[config.mk]
export PLATFORM = sky130hd
export DESIGN_NAME = mips_cpu_mem_arbiter
export DESIGN_NICKNAME = d
export VERILOG_FILES = /design/src/rtl/mips_cpu_mem_arbiter.sv
export SDC_FILE = /design/constraint.sdc
export NUM_CORES = 1
export LEC_CHECK = 0
export ABC_AREA = 1
export BUFFER_PORTS_ARGS = -buffer_cell sky130_fd_sc_hd__buf_2
export CORE_ASPECT_RATIO = 0.5
export CORE_MARGIN = 2
export CORE_UTILIZATION = 49
export CTS_CLUSTER_DIAMETER = 80
export DETAILED_ROUTE_END_ITERATION = 6
export PLACE_DENSITY = 0.86
export SYNTH_ARGS = -nofsm -noshare
export SYNTH_HDL_FRONTEND = slang
export SYNTH_SLANG_ARGS = --single-unit
[constraint.sdc]
create_clock -name clk -period 2.9 [get_ports clk]
set_input_delay 0.58 -clock clk [delete_from_list [all_inputs] [get_ports clk]]
set_output_delay 0.58 -clock clk [all_outputs]
set_load 0.01 [all_outputs]
[src/rtl/mips_cpu_mem_arbiter.sv]
// Round-robin sequencer sharing one Avalon-MM master between instruction fetch and load/store.
// Optional waitrequest timeout with sticky err flag: define MEM_ARB_TIMEOUT_EN.
module mips_cpu_mem_arbiter #(
   parameter int TIMEOUT_CYCLES = 255
) (
   input  logic        clk,
   input  logic        reset,
   // fetch port
   input  logic        i_req,
   input  logic [31:0] i_addr,
   output logic        i_ack,
   output logic [31:0] i_rdata,
   // load/store port
   input  logic        d_req,
   input  logic        d_we,
   input  logic [31:0] d_addr,
   input  logic [3:0]  d_byteenable,
   input  logic [31:0] d_wdata,
   output logic        d_ack,
   output logic [31:0] d_rdata,
   // Avalon-MM master
   output logic [31:0] address,
   output logic        read,
   output logic        write,
   output logic [3:0]  byteenable,
   output logic [31:0] writedata,
   input  logic        waitrequest,
   input  logic [31:0] readdata,
   // status
   output logic        busy,
   output logic        err
);

   typedef enum logic [1:0] {
      S_IDLE = 2'd0,
      S_BUS  = 2'd1,
      S_RESP = 2'd2
   } state_t;

   localparam logic PORT_FETCH = 1'b0;
   localparam logic PORT_DATA  = 1'b1;

   state_t      r_state,   w_state_nx;
   logic        r_port,    w_port_nx;
   logic        r_last,    w_last_nx;
   logic [29:0] r_addr,    w_addr_nx;
   logic        r_we,      w_we_nx;
   logic [3:0]  r_be,      w_be_nx;
   logic [31:0] r_wdata,   w_wdata_nx;
   logic        r_read,    w_read_nx;
   logic        r_write,   w_write_nx;
   logic        r_i_ack,   w_i_ack_nx;
   logic        r_d_ack,   w_d_ack_nx;
   logic [31:0] r_i_rdata, w_i_rdata_nx;
   logic [31:0] r_d_rdata, w_d_rdata_nx;

   logic        w_i_cand;
   logic        w_d_cand;
   logic        w_grant_d;
   logic [31:0] w_capture;
   logic        w_unused;

`ifdef MEM_ARB_TIMEOUT_EN
   logic [15:0] r_cnt,   w_cnt_nx;
   logic        r_abort, w_abort_nx;
   logic        r_err,   w_err_nx;
   logic [16:0] w_cnt_inc;

   assign w_cnt_inc = {1'b0, r_cnt} + 17'd1;
   // An aborted read returns zero rather than whatever the stalled slave drives.
   assign w_capture = r_abort ? 32'h0000_0000 : readdata;
   assign err       = r_err;
`else
   logic [15:0] w_unused_timeout;

   assign w_unused_timeout = TIMEOUT_CYCLES[15:0];
   assign w_capture        = readdata;
   assign err              = 1'b0;
`endif

   // A port whose ack is showing this cycle has just finished and may not win again yet.
   assign w_i_cand  = i_req & ~r_i_ack;
   assign w_d_cand  = d_req & ~r_d_ack;
   assign w_grant_d = w_d_cand & (~w_i_cand | (r_last == PORT_FETCH));

   assign w_unused  = ^{i_addr[1:0], d_addr[1:0]};

   always_comb begin
      // NOTE: every next value defaults to its current register first, so no path leaves
      // a variable unassigned and no latch can be inferred.
      w_state_nx   = r_state;
      w_port_nx    = r_port;
      w_last_nx    = r_last;
      w_addr_nx    = r_addr;
      w_we_nx      = r_we;
      w_be_nx      = r_be;
      w_wdata_nx   = r_wdata;
      w_read_nx    = r_read;
      w_write_nx   = r_write;
      w_i_ack_nx   = 1'b0;
      w_d_ack_nx   = 1'b0;
      w_i_rdata_nx = r_i_rdata;
      w_d_rdata_nx = r_d_rdata;
`ifdef MEM_ARB_TIMEOUT_EN
      w_cnt_nx     = r_cnt;
      w_abort_nx   = r_abort;
      w_err_nx     = r_err;
`endif

      case (r_state)
         S_IDLE: begin
            if (w_grant_d) begin
               w_port_nx  = PORT_DATA;
               w_last_nx  = PORT_DATA;
               w_addr_nx  = d_addr[31:2];
               w_we_nx    = d_we;
               w_be_nx    = d_byteenable;
               w_wdata_nx = d_wdata;
               w_read_nx  = ~d_we;
               w_write_nx = d_we;
               w_state_nx = S_BUS;
`ifdef MEM_ARB_TIMEOUT_EN
               w_cnt_nx   = 16'd0;
               w_abort_nx = 1'b0;
`endif
            end else if (w_i_cand) begin
               w_port_nx  = PORT_FETCH;
               w_last_nx  = PORT_FETCH;
               w_addr_nx  = i_addr[31:2];
               w_we_nx    = 1'b0;
               w_be_nx    = 4'b1111;
               w_wdata_nx = 32'h0000_0000;
               w_read_nx  = 1'b1;
               w_write_nx = 1'b0;
               w_state_nx = S_BUS;
`ifdef MEM_ARB_TIMEOUT_EN
               w_cnt_nx   = 16'd0;
               w_abort_nx = 1'b0;
`endif
            end
         end

         S_BUS: begin
            if (!waitrequest) begin
               w_read_nx  = 1'b0;
               w_write_nx = 1'b0;
               w_state_nx = S_RESP;
            end
`ifdef MEM_ARB_TIMEOUT_EN
            else if (w_cnt_inc == 17'(TIMEOUT_CYCLES)) begin
               w_read_nx  = 1'b0;
               w_write_nx = 1'b0;
               w_abort_nx = 1'b1;
               w_err_nx   = 1'b1;
               w_state_nx = S_RESP;
            end else begin
               w_cnt_nx   = w_cnt_inc[15:0];
            end
`endif
         end

         S_RESP: begin
            w_state_nx = S_IDLE;
            if (r_port == PORT_DATA) begin
               w_d_ack_nx = 1'b1;
               if (!r_we) begin
                  w_d_rdata_nx = w_capture;
               end
            end else begin
               w_i_ack_nx   = 1'b1;
               w_i_rdata_nx = w_capture;
            end
         end

         default: begin
            w_state_nx = S_IDLE;
         end
      endcase
   end

   // NOTE: state registers use non-blocking assignments so every flop samples the
   // pre-edge values computed above, independent of statement order.
   always_ff @(posedge clk) begin
      if (reset) begin
         r_state   <= S_IDLE;
         r_port    <= PORT_FETCH;
         r_last    <= PORT_FETCH;
         r_addr    <= '0;
         r_we      <= 1'b0;
         r_be      <= '0;
         r_wdata   <= '0;
         r_read    <= 1'b0;
         r_write   <= 1'b0;
         r_i_ack   <= 1'b0;
         r_d_ack   <= 1'b0;
         r_i_rdata <= '0;
         r_d_rdata <= '0;
`ifdef MEM_ARB_TIMEOUT_EN
         r_cnt     <= '0;
         r_abort   <= 1'b0;
         r_err     <= 1'b0;
`endif
      end else begin
         r_state   <= w_state_nx;
         r_port    <= w_port_nx;
         r_last    <= w_last_nx;
         r_addr    <= w_addr_nx;
         r_we      <= w_we_nx;
         r_be      <= w_be_nx;
         r_wdata   <= w_wdata_nx;
         r_read    <= w_read_nx;
         r_write   <= w_write_nx;
         r_i_ack   <= w_i_ack_nx;
         r_d_ack   <= w_d_ack_nx;
         r_i_rdata <= w_i_rdata_nx;
         r_d_rdata <= w_d_rdata_nx;
`ifdef MEM_ARB_TIMEOUT_EN
         r_cnt     <= w_cnt_nx;
         r_abort   <= w_abort_nx;
         r_err     <= w_err_nx;
`endif
      end
   end

   assign address    = {r_addr, 2'b00};
   assign read       = r_read;
   assign write      = r_write;
   assign byteenable = r_be;
   assign writedata  = r_wdata;
   assign i_ack      = r_i_ack;
   assign d_ack      = r_d_ack;
   assign i_rdata    = r_i_rdata;
   assign d_rdata    = r_d_rdata;
   assign busy       = (r_state != S_IDLE);

endmodule

==> impl_metrics.sql, run 1 <==
INSERT INTO impl_metrics (metric_group, metric, value, unit) VALUES
('route', 'drt_iter0_drc', '338', ''),
('global_route', 'grt_antenna_before_repair', '0', ''),
('route', 'totalWireLength', '15300', 'microns'),
('floorplanning', 'area_of_the_core', '0.0104', 'sq mm'),
('setup_path', 'critical_path_required', '3.24', 'ns'),
('placement', 'routabilityCongestion', '0.842', ''),
('layout', 'ant_diodes', '0', ''),
('placement', 'dp_hpwl', '10600', 'microns'),
('clock_tree', 'cts_inserted_buffers', '17', ''),
('clock_tree', 'htreeDepth', '4', ''),
('clock_tree', 'clk_root_buffer_cell', 'sky130_fd_sc_hd__clkbuf_16', ''),
('synthesis', 'synth.area.top_cells', 'sky130_fd_sc_hd__dfxtp_1, sky130_fd_sc_hd__nand2_1, sky130_fd_sc_hd__nor2_1', ''),
('placement', 'numPortBuffers', '268', ''),
('status', 'status', 'completed', ''),
('clock_tree', 'cts_tree', 'yes', ''),
('global_route', 'grt-ovfl-total', '0', ''),
('synthesis', 'ys_seq_area_share', '51.5', '%'),
('clock_tree', 'clk_pin_slew_worst_paths', '0.06', 'ns'),
('synthesis', 'ys_async_sr_fraction', '0', '%'),
('placement', 'numPlacedInstances', '1114', ''),
('setup_path', 'maximum_fanout_encountered_on_the_critical_timing_path', '33', ''),
('floorplanning', 'die_height', '78.0', 'microns'),
('pwr', 'power_density_normalized_to_cell_area', '660', 'mW/mm^2'),
('synthesis', 'netlist-cell-type-count', '19', ''),
('synthesis', 'syn-cell-area', '0.00536', 'sq mm'),
('clock_tree', 'hold_fix_buffer_count_after_cts', '0', ''),
('synthesis', 'yosys_warnings', '0', ''),
('clock_tree', 'postCtsSetupRepairBufs', '0', ''),
('global_route', 'combined_global_route_utilization_of_all_metal_layers', '25.5', '%'),
('clock_tree', 'cts_num_sinks', '138', ''),
('timing', 'fin_worst_hold_slack', '0.410', 'ns'),
('layout', 'area_growth_syn_to_layout', '35.6', '%'),
('pwr', 'power.clock.fraction', '40.4', '%'),
('route', 'post_drt_wl_per_cell', '13.4', 'microns'),
('synthesis', 'postSynthCellCount', '747', ''),
('timing', 'setup-tns-final', '0', 'ns'),
('synthesis', 'dominantRegCellSynth', 'sky130_fd_sc_hd__dfxtp_1', ''),
('layout', 'finish.net_count', '1131', ''),
('setup_path', 'arrival', '2.32', 'ns'),
('route', 'router_iterations_before_antenna_repair', '5', ''),
('synthesis', 'yosysTopAreaCellShare', '51.5', '%'),
('synthesis', 'synth_top_area_cell', 'sky130_fd_sc_hd__dfxtp_1', ''),
('layout', 'multi_input_area', '0.00222', 'sq mm'),
('synthesis', 'yosys_register_bits', '138', ''),
('route', 'routed-via-count', '5752', ''),
('timing', 'layout_min_cycle_time', '1.99', 'ns'),
('global_route', 'vias_in_the_first_global_route', '5196', ''),
('setup_path', 'timing.critical_path.slowest_cell_delay', '0.79', 'ns'),
('worst_hold_path', 'hold_path.startpoint', 'd_byteenable[0]', ''),
('floorplanning', 'floorplan.initialDensity', '51.5', '%'),
('setup_path', 'crit_path_end_kind', 'flip-flop', ''),
('global_route', 'first_pass_grt_wire_length', '24700', 'microns'),
('pwr', 'power.ir.vdd_worst', '448', 'uV'),
('floorplanning', 'placement_rows', '26', ''),
('timing', 'setup_viol_count_final', '0', ''),
('run', 'maxCapViolations', '0', ''),
('clock_tree', 'clock_path_buffers', '2', ''),
('timing', 'max_slew.worst_pin.slew', '1.04', 'ns'),
('pwr', 'switching_component_of_the_power', '1360', 'uW'),
('pwr', 'power.sequential.fraction', '43.5', '%'),
('placement', 'place_ws', '0.805', 'ns'),
('timing', 'worst_case_headroom_to_the_max_slew_limit', '30.7', '%'),
('floorplanning', 'fp.dieW', '152', 'microns'),
('synthesis', 'number_of_flops_mapped_to_enable_cells_by_yosys', '0', ''),
('floorplanning', 'top_level_ports', '276', ''),
('timing', 'rsz0062_at_grt', 'false', ''),
('setup_path', 'crit_path_cell_trace', 'inv_1 > nor2_2 > nand2_1 > buf_4 > inv_1 > nor2_1 > nor2_1', ''),
('global_route', 'grt_start_max_net_pins', '67', ''),
('clock_tree', 'insertion_delay', '0.41', 'ns'),
('setup_path', 'worstSetupPathType', 'reg -> reg', ''),
('pwr', 'cellLeakagePower', '0.00372', 'uW');
[critical path: cells and delay by family (launching register included)]
kind,cells,cell delay [ns]
flops,1,0.39
buf+inv,3,1.12
simple gates,4,0.40
[power groups by stage]
stage / sequential (uW) / clock [uW] / combinational, uW
after global routing: 2100 / 2070 / 864
final: 2090 / 1940 / 772
after floorplan: 2190 / 0 / 403
after global placement: 2120 / 0 / 754
after detailed placement: 2130 / 0 / 770
after CTS: 2090 / 1970 / 774
[layout by cell type (no fill, tap or decap)]
cell type and instances:
sky130_fd_sc_hd__a21oi_1 69, sky130_fd_sc_hd__a21oi_4 1, sky130_fd_sc_hd__buf_2 267, sky130_fd_sc_hd__buf_4 12
sky130_fd_sc_hd__clkbuf_1 1, sky130_fd_sc_hd__clkbuf_16 17, sky130_fd_sc_hd__clkbuf_8 1, sky130_fd_sc_hd__clkinv_1 1
sky130_fd_sc_hd__clkinv_2 4, sky130_fd_sc_hd__clkinv_4 2, sky130_fd_sc_hd__clkinvlp_4 4, sky130_fd_sc_hd__conb_1 3
sky130_fd_sc_hd__dfxtp_1 138, sky130_fd_sc_hd__inv_1 38, sky130_fd_sc_hd__inv_2 2, sky130_fd_sc_hd__inv_6 3
sky130_fd_sc_hd__nand2_1 168, sky130_fd_sc_hd__nand3_1 98, sky130_fd_sc_hd__nor2_1 137, sky130_fd_sc_hd__nor2_2 1
sky130_fd_sc_hd__nor2_4 1, sky130_fd_sc_hd__nor4_1 1, sky130_fd_sc_hd__o21ai_0 36, sky130_fd_sc_hd__o21ai_1 1
[registers in the layout (all words and copies together) (netlist names)]
name        count
writedata      32
i_ack           1
read            1
r_we            1
r_state         2
r_last          1
i_rdata        32
byteenable      4
d_ack           1
r_addr         30
write           1
d_rdata        32
[path summary, 6_finish.rpt]
path | slack, ns | endpoint | depth (start not counted)
hold reg to reg | 0.46 | writedata[27] | 2
hold / removal | 0.41 | byteenable[0] | 3
setup / recovery | 0.91 | d_rdata[31] | 7
setup reg to reg | 0.91 | d_rdata[31] | 7
[layer usage]
| layer | part of all wire (%) | wire length (microns) | vias up | track usage, % |
|---|---|---|---|---|
| li1 | - | - | 2870 | - |
| met1 | 39 | 6050 | 2597 | 28.9 |
| met2 | 51 | 7850 | 246 | 47.1 |
| met3 | 6.6 | 1010 | 39 | 5.98 |
| met4 | 2.8 | 431 | 0 | 10.1 |
| met5 | 0 | 0 | - | 0 |
[kinds of logic after synthesis]
logic type,count (synthesis),share of synthesized area [%]
AND/OR/NAND/NOR,406,30.9
flip-flops,138,51.5
AO/OA/AOI/OAI,107,10.1
buffers and inverters,95,7.40
other,1,0.0699
[stage by stage]
step	power, uW	cell area [sq um]	utilization [%]
3_5_place_dp	2900	6740	64.7
2_1_floorplan	2590	5370	-
5_1_grt	5040	7270	69.9
3_3_place_gp	2870	6740	64.7
4_1_cts	4830	7270	69.9
6_report	4800	7270	69.9
[area by class of cell]
type	instances	share of cell area, %
Multi-Input combinational cell	516	30.5
Clock buffer	19	6.09
Sequential cell	138	38.0
Inverter	41	2.12
Timing Repair Buffer	279	19.6
Tap cell	140	2.41
Clock inverter	13	1.29
Note: power is estimated with default switching activity, not from simulation.
==> run 2: changes to the inputs <==
- CORE_UTILIZATION: 49 -> 41
- PLACE_DENSITY: 0.86 -> 0.76
- clock period: 2.9 -> 1.75 ns (I/O delays scaled with it)
==> impl_metrics.sql, run 2 (synthesized netlist as in run 1, its figures left out) <==
INSERT INTO impl_metrics (metric_group, metric, value, unit) VALUES
('route', 'drt_iter0_drc', '370', ''),
('timing', 'fin_crit_sh', '90.7', '%'),
('route', 'routed-via-count', '5650', ''),
('layout', 'final_core_utilization', '58.8', '%'),
('timing', 'setup_viol_count_final', '0', ''),
('global_route', 'grt_antenna_before_repair', '0', ''),
('layout', 'layout_common_cells', 'sky130_fd_sc_hd__buf_2, sky130_fd_sc_hd__nand2_1, sky130_fd_sc_hd__dfxtp_1', ''),
('setup_path', 'worstSetupStartpointType', 'flip-flop', ''),
('timing', 'report.final.slew_viol_count', '0', ''),
('floorplanning', 'floorplan.initialDensity', '42.2', '%'),
('layout', 'ant_diodes', '0', ''),
('layout', 'finish.net_count', '1138', ''),
('clock_tree', 'cts_num_sinks', '138', ''),
('setup_path', 'crit_path_cell_trace', 'inv_1 > nor2_2 > buf_4 > nand2_1 > buf_4 > nand2_1 > a21oi_1', ''),
('global_route', 'vias_in_the_first_global_route', '5204', ''),
('route', 'drt.antenna.violating_nets', '0', ''),
('floorplanning', 'die_height', '84.9', 'microns'),
('placement', 'routabilityCongestion', '0.821', ''),
('floorplanning', 'top_level_ports', '276', ''),
('clock_tree', 'clk_pin_slew_worst_paths', '0.06', 'ns'),
('setup_path', 'arrival', '1.86', 'ns'),
('pwr', 'power.ir.vdd_worst', '619', 'uV'),
('status', 'status', 'completed', ''),
('clock_tree', 'clk_root_buffer_cell', 'sky130_fd_sc_hd__clkbuf_16', ''),
('placement', 'dp_hpwl', '11000', 'microns'),
('layout', 'final_cells', '1183', ''),
('placement', 'numPlacedInstances', '1151', ''),
('clock_tree', 'cts_tree', 'yes', ''),
('pwr', 'cellLeakagePower', '0.00380', 'uW'),
('global_route', 'grt-ovfl-total', '0', ''),
('pwr', 'power.total', '8440', 'uW'),
('worst_hold_path', 'min_path_type', 'in -> reg', ''),
('setup_path', 'maximum_fanout_encountered_on_the_critical_timing_path', '33', ''),
('timing', 'timing.clock.skew', '0.0104', 'ns'),
('clock_tree', 'ctsResizeCount', '0', ''),
('layout', 'num-fill-cells', '1196', ''),
('global_route', 'grt_start_max_net_pins', '67', ''),
('timing', 'final-hold-violation-count', '0', ''),
('global_route', 'first_pass_grt_wire_length', '25000', 'microns'),
('timing', 'rsz0062_at_grt', 'true', ''),
('run', 'maxCapViolations', '0', ''),
('floorplanning', 'area_of_the_core', '0.0127', 'sq mm'),
('route', 'post_drt_wl_per_cell', '13.3', 'microns'),
('placement', 'numPortBuffers', '268', ''),
('timing', 'layout_min_cycle_time', '1.59', 'ns'),
('layout', 'area_growth_syn_to_layout', '39.3', '%'),
('clock_tree', 'insertion_delay', '0.41', 'ns'),
('setup_path', 'worstSetupPathType', 'reg -> reg', ''),
('placement', 'place_ws', '0.176', 'ns'),
('floorplanning', 'area_enclosed_by_the_die_boundary', '0.0141', 'sq mm'),
('pwr', 'power_density_normalized_to_cell_area', '1130', 'mW/mm^2'),
('setup_path', 'crit_path_end_kind', 'flip-flop', ''),
('timing', 'setup_ws', '0.162', 'ns'),
('floorplanning', 'placement_rows', '29', ''),
('route', 'totalWireLength', '15700', 'microns'),
('clock_tree', 'clock_path_buffers', '2', ''),
('global_route', 'combined_global_route_utilization_of_all_metal_layers', '21.8', '%'),
('clock_tree', 'cts_inserted_buffers', '17', ''),
('layout', 'post_route_cells_drive_above_1_share', '31.7', '%'),
('route', 'drc_markers', '0', ''),
('route', 'router_iterations_before_antenna_repair', '4', ''),
('timing', 'fmaxAchievable', '0.630', 'GHz'),
('setup_path', 'cpMaxStageDelayCell', 'sky130_fd_sc_hd__dfxtp_1', ''),
('floorplanning', 'fp.dieW', '166', 'microns'),
('setup_path', 'timing.critical_path.slowest_cell_delay', '0.39', 'ns'),
('layout', 'layout_commonest_cell', 'sky130_fd_sc_hd__buf_2', ''),
('route', 'route.detailed.vias_per_inst', '4.78', ''),
('setup_path', 'critical_path_required', '2.02', 'ns'),
('clock_tree', 'htreeDepth', '4', '');
[run 2: cell count changes in the layout (fill, tap and decap cells not counted), sizes merged]
| cell | previous run | this run |
|---|---|---|
| inv | 43 | 40 |
| clkinvlp | 4 | 3 |
| bufinv | 0 | 3 |
| clkbuf | 19 | 21 |
| buf | 279 | 286 |
| clkinv | 7 | 6 |
[run 2: path summary, 6_finish.rpt]
path	startpoint	end	slack (ns)	depth (start not counted)
max	r_state[1]	i_rdata[14]	0.16	7
min	d_byteenable[2]	byteenable[2]	0.17	3
max reg2reg	r_state[1]	i_rdata[14]	0.16	7
min reg2reg	read	read	0.46	2
[run 2: critical path, delay by kind of cell (launching register included)]
kind | cells | cell delay (ns)
DFF | 1 | 0.39
buffers and inverters | 3 | 0.69
and+or+nand+nor | 3 | 0.33
AOI/OAI and AO/OA | 1 | 0.06
[run 2: repair_timing]
| action | in CTS | in global routing |
|---|---|---|
| endpoints found under the hold margin | 0 | 0 |
| hold buffers | 0 | 0 |
| setup endpoints to repair | 0 | 2 |
| setup buffers | 0 | 0 |
[run 2: area by class of cell]
class,count,area [sq um],area share (%)
Tap cell,170,213,2.85
Clock buffer,21,460,6.17
Sequential cell,138,2760,37.0
Timing Repair Buffer,286,1520,20.3
Inverter,41,154,2.06
Multi-Input combinational cell,516,2220,29.7
Clock inverter,11,145,1.94
[run 2: through the flow]
step,setup TNS (ns),area (sq um),hold slack [ns]
2_1_floorplan,0,5370,0.446
3_3_place_gp,0,6860,0.445
3_5_place_dp,0,6860,0.452
4_1_cts,0,7470,0.155
5_1_grt,-0.0125,7470,0.162
6_report,0,7470,0.168
[run 2: per-layer routing]
metal / GRT usage, % / routed length (microns) / vias to the layer above
met1: 24.1 / 6390 / 2561
met2: 40.6 / 8080 / 178
li1: - / - / 2879
met3: 5.13 / 797 / 32
met5: 0 / 0 / -
met4: 9.64 / 431 / 0
[run 2: power breakdown]
part           switching, uW  leakage (uW)  internal, uW
registers                102       0.00113          3350
clock network           1350      0.000289          2320
logic                    798       0.00238           513
total                   2250       0.00380          6180
==> run 3: changes to the inputs <==
- GPL_ROUTABILITY_DRIVEN: default -> 0
- GPL_TIMING_DRIVEN: default -> 0
==> impl_metrics.sql, run 3 (synthesized netlist as in run 1, its figures left out) <==
INSERT INTO impl_metrics (metric_group, metric, value, unit) VALUES
('floorplanning', 'die_height', '84.9', 'microns'),
('setup_path', 'timing.critical_path.slowest_cell_delay', '0.36', 'ns'),
('global_route', 'vias_in_the_first_global_route', '5251', ''),
('floorplanning', 'top_level_ports', '276', ''),
('layout', 'layout_common_cells', 'sky130_fd_sc_hd__buf_2, sky130_fd_sc_hd__nand2_1, sky130_fd_sc_hd__dfxtp_1', ''),
('setup_path', 'critical_path_required', '2.05', 'ns'),
('timing', 'timing.clock.skew', '0.0109', 'ns'),
('layout', 'area_growth_syn_to_layout', '42.0', '%'),
('timing', 'worst_case_headroom_to_the_max_slew_limit', '61.6', '%'),
('route', 'drt.antenna.violating_nets', '0', ''),
('global_route', 'first_pass_grt_wire_length', '25100', 'microns'),
('route', 'router_iterations_before_antenna_repair', '5', ''),
('timing', 'setup_ws', '0.141', 'ns'),
('layout', 'finish.net_count', '1176', ''),
('timing', 'fin_crit_sh', '92.0', '%'),
('route', 'routed-via-count', '5793', ''),
('clock_tree', 'clock_path_buffers', '2', ''),
('placement', 'numPortBuffers', '268', ''),
('clock_tree', 'htreeDepth', '4', ''),
('placement', 'dpl-instance-area', '0.00692', 'sq mm'),
('layout', 'layout_commonest_cell', 'sky130_fd_sc_hd__buf_2', ''),
('floorplanning', 'area_enclosed_by_the_die_boundary', '0.0141', 'sq mm'),
('setup_path', 'timing.critical_path.buf_inv', '4', ''),
('setup_path', 'crit_path_end_kind', 'flip-flop', ''),
('setup_path', 'arrival', '1.91', 'ns'),
('route', 'totalWireLength', '16100', 'microns'),
('timing', 'fin_worst_hold_slack', '0.183', 'ns'),
('timing', 'report.final.slew_viol_count', '0', ''),
('pwr', 'cellLeakagePower', '0.00387', 'uW'),
('run', 'maxCapViolations', '0', ''),
('worst_hold_path', 'hold_path.startpoint', 'd_byteenable[3]', ''),
('placement', 'place_ws', '-0.0935', 'ns'),
('layout', 'seq_area', '0.00276', 'sq mm'),
('floorplanning', 'area_of_the_core', '0.0127', 'sq mm'),
('layout', 'final_core_utilization', '60.0', '%'),
('floorplanning', 'placement_rows', '29', ''),
('clock_tree', 'clk_pin_slew_worst_paths', '0.06', 'ns'),
('worst_hold_path', 'min_path_type', 'in -> reg', ''),
('pwr', 'power.ir.vdd_worst', '627', 'uV'),
('layout', 'ant_diodes', '0', ''),
('setup_path', 'crit_start', 'r_state[0]', ''),
('setup_path', 'cpMaxStageDelayCell', 'sky130_fd_sc_hd__dfxtp_1', ''),
('route', 'drt_iter0_drc', '277', ''),
('layout', 'post_route_cells_drive_above_1_share', '31.3', '%'),
('route', 'drc_markers', '0', ''),
('clock_tree', 'cts_inserted_buffers', '17', ''),
('setup_path', 'cp_delay_by_family_top', 'buffers and inverters', ''),
('clock_tree', 'insertion_delay', '0.40', 'ns'),
('global_route', 'grt_util_met2', '38.9', '%'),
('clock_tree', 'clk_root_buffer_cell', 'sky130_fd_sc_hd__clkbuf_16', ''),
('global_route', 'grt_start_max_net_pins', '17', ''),
('layout', 'multi_input_area', '0.00221', 'sq mm'),
('timing', 'fmaxAchievable', '0.621', 'GHz'),
('route', 'post_drt_wl_per_cell', '13.2', 'microns'),
('setup_path', 'maximum_fanout_encountered_on_the_critical_timing_path', '10', ''),
('global_route', 'top_usage_layer', 'met2', ''),
('setup_path', 'crit_path_cell_trace', 'nor2_4 > inv_2 > a21oi_2 > buf_6 > buf_2 > nand3_1 > nand2_1 > inv_1', ''),
('clock_tree', 'cts_num_sinks', '138', ''),
('clock_tree', 'cts_tree', 'yes', ''),
('setup_path', 'r2r_slack', '0.14', 'ns'),
('placement', 'dp_hpwl', '12200', 'microns'),
('setup_path', 'worstSetupStartpointType', 'flip-flop', ''),
('global_route', 'grt_use_met3', '4.24', '%'),
('timing', 'final-hold-violation-count', '0', ''),
('timing', 'max_slew.worst_pin.slew', '0.577', 'ns'),
('pwr', 'power_density_normalized_to_cell_area', '1150', 'mW/mm^2'),
('layout', 'num-fill-cells', '1204', ''),
('global_route', 'grtUsageMet1', '26.8', '%'),
('setup_path', 'worstSetupPathType', 'reg -> reg', ''),
('timing', 'rsz0062_at_grt', 'false', ''),
('timing', 'setup_viol_count_final', '0', ''),
('layout', 'finalInstanceArea', '0.00761', 'sq mm'),
('timing', 'layout_min_cycle_time', '1.61', 'ns'),
('global_route', 'grt-ovfl-total', '0', ''),
('global_route', 'grt_antenna_before_repair', '0', ''),
('floorplanning', 'fp.dieW', '166', 'microns'),
('route', 'route.detailed.vias_per_inst', '4.74', ''),
('floorplanning', 'floorplan.initialDensity', '42.2', '%'),
('global_route', 'combined_global_route_utilization_of_all_metal_layers', '21.9', '%'),
('status', 'status', 'completed', ''),
('setup_path', 'crit_reg_reg_startpoint', 'r_state[0]', '');
[run 3: cell type report]
type,count,share of cell area [%]
flip-flops and latches,138,36.3
multi-input cells,516,29.1
repair buffers,270,17.8
clock buffers,19,5.82
plain buffers,54,3.37
clock inverters,13,2.83
well taps,170,2.79
inverters,41,2.02
[run 3: final timing paths]
| check | depth (start not counted) | endpoint |
|---|---|---|
| setup / recovery | 8 | r_addr[23] |
| hold / removal | 3 | byteenable[3] |
| setup reg to reg | 8 | r_addr[23] |
| hold reg to reg | 2 | i_rdata[13] |
[run 3: worst reg2reg max path, stage by stage, from the launching register on]
cell                      delay [ns]
sky130_fd_sc_hd__dfxtp_1        0.36
sky130_fd_sc_hd__nor2_4         0.21
sky130_fd_sc_hd__inv_2          0.06
sky130_fd_sc_hd__a21oi_2        0.23
sky130_fd_sc_hd__buf_6          0.19
sky130_fd_sc_hd__buf_2          0.22
sky130_fd_sc_hd__nand3_1        0.12
sky130_fd_sc_hd__nand2_1        0.09
sky130_fd_sc_hd__inv_1          0.04
[run 3: power breakdown]
group,total [uW],leakage (uW),internal (uW),switching [uW]
Clock,3970,0.000318,2590,1390
Sequential,3460,0.00113,3350,105
Combinational,1350,0.00242,527,825
[run 3: routing by layer]
| layer | routed length, microns | vias up |
|---|---|---|
| li1 | - | 2964 |
| met1 | 6960 | 2629 |
| met2 | 7970 | 167 |
| met3 | 829 | 33 |
| met4 | 371 | 0 |
| met5 | 0 | - |
[run 3: metrics by stage]
step / total power (uW) / setup TNS, ns / cells
6_report: 8780 / 0 / 1221
5_1_grt: 9170 / 0 / 1221
4_1_cts: 8820 / 0 / 1219
3_5_place_dp: 4850 / -1.79 / 1187
3_3_place_gp: 4820 / -0.611 / 1187
2_1_floorplan: 4290 / 0 / 749
[run 3: what timing repair did]
item                                    CTS  global route
hold buffers                              0             0
buffers inserted                          0             2
pin swaps                                 0             1
resized for setup                         1            13
endpoints found under the setup margin    4            71
